[src/rtl/sdram_pkg.sv]
// Shared SDRAM controller definitions: command encodings {cs_n,ras_n,cas_n,we_n},
// read-FSM states and default timing constants used by sdram_init,
// sdram_write and sdram_read.
package sdram_pkg;

  localparam logic [3:0] CMD_NOP        = 4'b0111;
  localparam logic [3:0] CMD_ACTIVE     = 4'b0011;
  localparam logic [3:0] CMD_READ       = 4'b0101;
  localparam logic [3:0] CMD_BURST_STOP = 4'b0110;
  localparam logic [3:0] CMD_PRECHARGE  = 4'b0010;

  localparam int TRCD_CLK_DEF = 2;
  localparam int CL_CLK_DEF   = 3;
  localparam int TRP_CLK_DEF  = 2;

  typedef enum logic [2:0] {
    ST_IDLE,
    ST_ACT,
    ST_TRCD,
    ST_RD,
    ST_RD_DATA,
    ST_PRE,
    ST_TRP,
    ST_END
  } rd_state_e;

  // Column address for READ/WRITE: A10 stays low so no auto-precharge happens.
  function automatic logic [12:0] col_to_addr(input logic [8:0] col);
    return {4'b0000, col};
  endfunction

endpackage

[src/rtl/sdram_read.sv]
// sdram_read: single-row full-page burst read engine.
// ACTIVE -> tRCD -> READ -> BURST_STOP after burst_len words -> PRECHARGE all
// -> tRP -> rd_end pulse. One cycle counter, reloaded per state, times tRCD,
// the data phase and tRP. Define SDRAM_READ_OUT_REG_EN to register the read
// data (rd_ack window then shifts one cycle later).
module sdram_read
  import sdram_pkg::*;
#(
  parameter int TRCD_CLK = TRCD_CLK_DEF,
  parameter int CL_CLK   = CL_CLK_DEF,
  parameter int TRP_CLK  = TRP_CLK_DEF
) (
  input  logic        clk_100m,
  input  logic        rstn,
  input  logic        init_end,
  input  logic        rd_en,
  input  logic [23:0] rd_addr,
  input  logic [9:0]  rd_burst_len,
  input  logic [15:0] sdram_data_in,
  output logic        rd_ack,
  output logic        rd_end,
  output logic [15:0] rd_sdram_data,
  output logic [3:0]  rd_sdram_cmd,
  output logic [1:0]  rd_sdram_bank,
  output logic [12:0] rd_sdram_addr
);

  // Wide enough to count up to CL_CLK + 1023 without wrapping.
  localparam int CNT_W = $clog2(CL_CLK + 1024);
  localparam logic [CNT_W-1:0] TRCD_LAST = CNT_W'(TRCD_CLK - 1);
  localparam logic [CNT_W-1:0] TRP_LAST  = CNT_W'(TRP_CLK - 1);
  localparam logic [CNT_W-1:0] CL_CNT    = CNT_W'(CL_CLK);

  rd_state_e        state_q, state_d;
  logic [CNT_W-1:0] cnt_q, cnt_d, cnt_inc;
  logic [CNT_W-1:0] len_q, rd_last;
  logic [1:0]       bank_lat_q;
  logic [8:0]       col_lat_q;
  logic [3:0]       cmd_q, cmd_d;
  logic [1:0]       bank_q, bank_d;
  logic [12:0]      addr_q, addr_d;
  logic             end_q, end_d;
  logic             start;
  logic             ack_win;

  assign start   = (state_q == ST_IDLE) && init_end && rd_en;
  assign cnt_inc = cnt_q + CNT_W'(1);
  // Counter value of the last data-phase cycle (t0 + CL + len), cnt = 0 at READ.
  assign rd_last = CL_CNT + len_q;

  // Capture bank, column and effective burst length (0 means 1) at transaction start.
  always_ff @(posedge clk_100m or negedge rstn) begin
    if (!rstn) begin
      bank_lat_q <= '0;
      col_lat_q  <= '0;
      len_q      <= '0;
    end else if (start) begin
      bank_lat_q <= rd_addr[23:22];
      col_lat_q  <= rd_addr[8:0];
      len_q      <= (rd_burst_len == '0) ? CNT_W'(1) : CNT_W'(rd_burst_len);
    end
  end

  // State, counter and registered command/bank/address outputs.
  always_ff @(posedge clk_100m or negedge rstn) begin
    if (!rstn) begin
      state_q <= ST_IDLE;
      cnt_q   <= '0;
      cmd_q   <= CMD_NOP;
      bank_q  <= '0;
      addr_q  <= '0;
      end_q   <= 1'b0;
    end else begin
      // NOTE: non-blocking assignments so every register samples pre-edge values.
      state_q <= state_d;
      cnt_q   <= cnt_d;
      cmd_q   <= cmd_d;
      bank_q  <= bank_d;
      addr_q  <= addr_d;
      end_q   <= end_d;
    end
  end

  // Next state and the command to present during the next state's first cycle.
  always_comb begin
    // NOTE: defaults first so every path assigns every output and no latch is inferred.
    state_d = state_q;
    cnt_d   = cnt_q;
    cmd_d   = CMD_NOP;
    bank_d  = bank_q;
    addr_d  = '0;
    end_d   = 1'b0;
    unique case (state_q)
      ST_IDLE: begin
        if (start) begin
          state_d = ST_ACT;
          cmd_d   = CMD_ACTIVE;
          bank_d  = rd_addr[23:22];
          addr_d  = rd_addr[21:9];
        end
      end
      ST_ACT: begin
        state_d = ST_TRCD;
        cnt_d   = '0;
      end
      ST_TRCD: begin
        if (cnt_q == TRCD_LAST) begin
          state_d = ST_RD;
          cnt_d   = '0;
          cmd_d   = CMD_READ;
          bank_d  = bank_lat_q;
          addr_d  = col_to_addr(col_lat_q);
        end else begin
          cnt_d = cnt_inc;
        end
      end
      ST_RD: begin
        state_d = ST_RD_DATA;
        cnt_d   = cnt_inc;
        if (cnt_inc == len_q) cmd_d = CMD_BURST_STOP;
      end
      ST_RD_DATA: begin
        if (cnt_q == rd_last) begin
          state_d = ST_PRE;
          cnt_d   = '0;
          cmd_d   = CMD_PRECHARGE;
          addr_d  = 13'h0400;
        end else begin
          cnt_d = cnt_inc;
          if (cnt_inc == len_q) cmd_d = CMD_BURST_STOP;
        end
      end
      ST_PRE: begin
        state_d = ST_TRP;
        cnt_d   = '0;
      end
      ST_TRP: begin
        if (cnt_q == TRP_LAST) begin
          state_d = ST_END;
          cnt_d   = '0;
          end_d   = 1'b1;
        end else begin
          cnt_d = cnt_inc;
        end
      end
      ST_END: begin
        state_d = ST_IDLE;
      end
      default: begin
        state_d = ST_IDLE;
        cnt_d   = '0;
      end
    endcase
  end

  // Words arrive on DQ from t0 + CL for burst_len cycles.
  assign ack_win = ((state_q == ST_RD) || (state_q == ST_RD_DATA)) &&
                   (cnt_q >= CL_CNT) && (cnt_q < rd_last);

`ifdef SDRAM_READ_OUT_REG_EN
  logic        ack_q;
  logic [15:0] data_q;

  // Register the DQ word together with its valid flag.
  always_ff @(posedge clk_100m or negedge rstn) begin
    if (!rstn) begin
      ack_q  <= 1'b0;
      data_q <= '0;
    end else begin
      ack_q  <= ack_win;
      data_q <= sdram_data_in;
    end
  end

  assign rd_ack        = ack_q;
  assign rd_sdram_data = data_q;
`else
  assign rd_ack        = ack_win;
  assign rd_sdram_data = sdram_data_in;
`endif

  assign rd_end        = end_q;
  assign rd_sdram_cmd  = cmd_q;
  assign rd_sdram_bank = bank_q;
  assign rd_sdram_addr = addr_q;

endmodule

[config.mk]
export PLATFORM = sky130hd
export DESIGN_NAME = sdram_read
export DESIGN_NICKNAME = d
export VERILOG_FILES = /design/src/rtl/sdram_pkg.sv /design/src/rtl/sdram_read.sv
export SDC_FILE = /design/constraint.sdc
export NUM_CORES = 1
export LEC_CHECK = 0
export CAP_MARGIN = 20
export CORE_UTILIZATION = 49
export CTS_BUF_LIST = sky130_fd_sc_hd__clkbuf_2
export DETAILED_ROUTE_END_ITERATION = 7
export PLACE_DENSITY = 0.87
export SYNTH_ARGS = -nofsm -noshare
export SYNTH_HDL_FRONTEND = slang
export SYNTH_SLANG_ARGS = --single-unit
export TNS_END_PERCENT = 1
[constraint.sdc]
create_clock -name clk_100m -period 2.9 [get_ports clk_100m]
set_input_delay 0.435 -clock clk_100m [delete_from_list [all_inputs] [get_ports clk_100m]]
set_output_delay 0.435 -clock clk_100m [all_outputs]
set_load 0.01 [all_outputs]
==> flow_metrics.tcl <==
set metrics [dict create \
    hold_viol_final 0 \
    antenna_found_initial 0 \
    chipHeight_um 82.20 \
    gp_congestion 0.8819 \
    ant_nets 0 \
    grt_pass1_vias 2539 \
    top_layer "met4" \
    max-cap-violations 0 \
    critPathKind "register to output port" \
    drt_first_pass_iters 5 \
    end_kind "output port" \
    wire_per_inst_um 16.76 \
    required_ps 2470 \
    syn_avg_cell_area_um2 9.974 \
    worst_path_max_delay_cell "dfrtp_1" \
    min_path_type "primary input to asynchronous set/reset pin" \
    synthesis.nets 384 \
    status "finished with violations" \
    async_reset_ff_share_pct 100.0 \
    fmax_mhz 334.8 \
    cts_buffer_depth 2 \
    gr-usage-all-layers_pct 23.55 \
    clock-sinks 54 \
    start_util_pct 52.00 \
    synth_top_area_share_pct 40.49 \
    ys_dominant_reg_cell "dfrtp_1" \
    ff2ff_path_depth 13 \
    die_x_um 82.20 \
    setup_tns_ps -86.89 \
    worst_clock_skew_ps 34.02 \
    cts_buffers 5 \
    ys.warnings.count 0 \
    r2r-end "cnt_q[9]" \
    synth.top_cells.by_count "dfrtp_1, buf_4, nand2_1" \
    relSlewSlack_pct 54.48 \
    ys_seq_area_share_pct 42.99 \
    clk_pin_slew_ps 290 \
    path_cells "buf_4 > buf_4 > o2111ai_4 > xnor2_1 > ha_1 > a21o_1 > a21oi_1 > o21ai_0 > a21oi_2 > buf_2" \
    core-area_um2 6061 \
    slew_violations 0 \
    crit_cells 10 \
    grt_max_degree 55 \
    cp-endpoint "rd_ack" \
    synth_edf_count 0 \
    total_power_w 0.001492 \
    setup.worst_path.start_class "register" \
    antennaDiodeCount 0 \
    synth_area_leaders "dfrtp_1, mux2_2, ha_1" \
    num_vias 2525 \
    final_core_util_pct 63.73 \
    yosysTopAreaCell "dfrtp_1" \
    hpwl_mm 5.595 \
    post-synth-top-count-cell "dfrtp_1" \
    ios 91 \
    period_share_pct 103.0 \
    nets 433 \
    drive_gt1_share_pct 20.00 \
    io_buffers 57 \
    fin_crit_ps 2987 \
    cts_root_buffer "clkbuf_2" \
    dp_slack_ps -182.4 \
    dr_wl_met2_mm 3.758 \
    routed_wl_mm 7.376 \
    synthCells 316 \
    grt_overflow 0 \
    ys_ff_latch 54 \
    worstReg2RegStart "len_q[1]" \
    p_leak_nw 1.701 \
    finalSetupViolCount 1 \
    grt_pass1_wl_mm 11.94 \
    wl_met1_mm 2.946 \
    postCtsHoldBufs 0 \
    drt_drc_violations_left 0 \
    wl_met3_um 443 \
    drt_iter0_drc 200 \
    rrSetupSlack_ps 100 \
    cp_data_arrival_time_ps 2550 \
    cts_htree_levels 2 \
    synth_area_um2 3152 \
    peakVddDrop_mv 0.2822 \
    routed_via_density 5.739 \
    violations "negative setup slack" \
    crit_start "len_q[0]" \
    rsz0062_at_grt "true" \
    area_growth_pct 22.55 \
    crit_top_cell "buf_4" \
    dieArea_um2 6757 \
    placement_rows 28 \
    cts_tree "done" \
    tightest_slew_ps 678.3 \
    path_max_fanout 2 \
    cp_slowest_stage_delay_ps 440 \
    clk_latency_ps 450 \
    path_buf_inv 3 \
    cp_top_family "compound AO/OA/AOI/OAI gates" \
    synth_cell_types 52 \
    power_density_nw_per_um2 386.2 \
    layout_setup_ws_ps -86.89 \
]
cells by family after synthesis:
| logic type | share of synthesized area (%) |
|---|---|
| flops | 42.99 |
| other cells | 0.1190 |
| simple gates | 16.55 |
| compound gates | 12.15 |
| fa+ha+maj | 5.558 |
| xor+xnor | 6.669 |
| mux | 6.749 |
| buf+inv | 9.210 |
power breakdown:
group	total, W	internal, W	switching, W
combinational	0.000355	0.000188	0.000167
sequential	0.000838	0.000798	0.0000398
clock	0.000299	0.0000574	0.000242
total	0.00149	0.00104	0.000449
final cells by class:
| type | instances | area [um^2] |
|---|---|---|
| Fill cell | 475 | 2198 |
| Multi-Input combinational cell | 213 | 1588 |
| Sequential cell | 54 | 1355 |
| Timing Repair Buffer | 80 | 745.7 |
| Tap cell | 75 | 93.84 |
| Inverter | 11 | 41.29 |
| Clock buffer | 5 | 25.02 |
| Clock inverter | 2 | 13.76 |
state kept, by name, indices dropped and copies added (netlist names):
name,flops
rd_sdram_cmd,3
rd_sdram_addr,13
rd_sdram_bank,2
cnt_q,11
rd_end,1
col_lat_q,9
state_q,3
bank_lat_q,2
len_q,10
worst register-to-register path, stage by stage, from the launching register on:
cell	delay, ps
dfrtp_1	420
inv_2	60
ha_4	160
nor2_4	80
and3_4	190
nand3_2	70
xor2_1	160
ha_1	310
buf_4	110
nand4_1	140
or4_4	560
a21oi_4	190
a31o_4	160
o32ai_1	90
how the worst min path moves through the flow:
stage,from,slack (ps),cells after the start,endpoint
6_report,rstn,40,2,cnt_q[4]
5_1_grt,rstn,80,2,col_lat_q[5]
4_1_cts,rstn,70,2,rd_sdram_addr[7]
3_5_place_dp,col_lat_q[2],480,1,rd_sdram_addr[2]
3_3_place_gp,col_lat_q[5],470,1,rd_sdram_addr[5]
2_1_floorplan,rstn,140,0,bank_lat_q[0]
repair_timing:
action,4_1_cts,5_1_grt
pin swaps,7,3
hold endpoints to repair,0,0
buffers inserted,4,0
endpoints found under the setup margin,1,6
gates resized for setup,16,5
metrics by stage:
stage	instances	hold slack, ps	area, um^2
2_1_floorplan	316	139.4	3152
3_3_place_gp	429	467.9	3720
3_5_place_dp	429	480.2	3720
4_1_cts	440	72.61	3827
5_1_grt	440	82.43	3862
6_report	440	42.61	3862
cells in the final DEF (no fill, tap or decap), types with 4 or more instances in the layout:
master / count
nand2_1: 22
inv_1: 8
xor2_1: 13
nor3_1: 7
ha_1: 13
nor2_1: 13
a22o_1: 8
xnor2_1: 11
o21ai_0: 20
clkdlybuf4s50_1: 55
o32ai_1: 4
a21oi_1: 8
mux2_2: 18
nand3_1: 12
dfrtp_1: 51
buf_4: 22
nand4_1: 7
clkbuf_2: 5
per-layer routing:
layer | vias up | global-route usage (%)
met4 | 0 | 10.53
met3 | 24 | 4.286
met1 | 1222 | 29.51
met5 | - | 0
met2 | 92 | 39.50
li1 | 1187 | -
No activity file was read; power rests on OpenSTA's default activity.
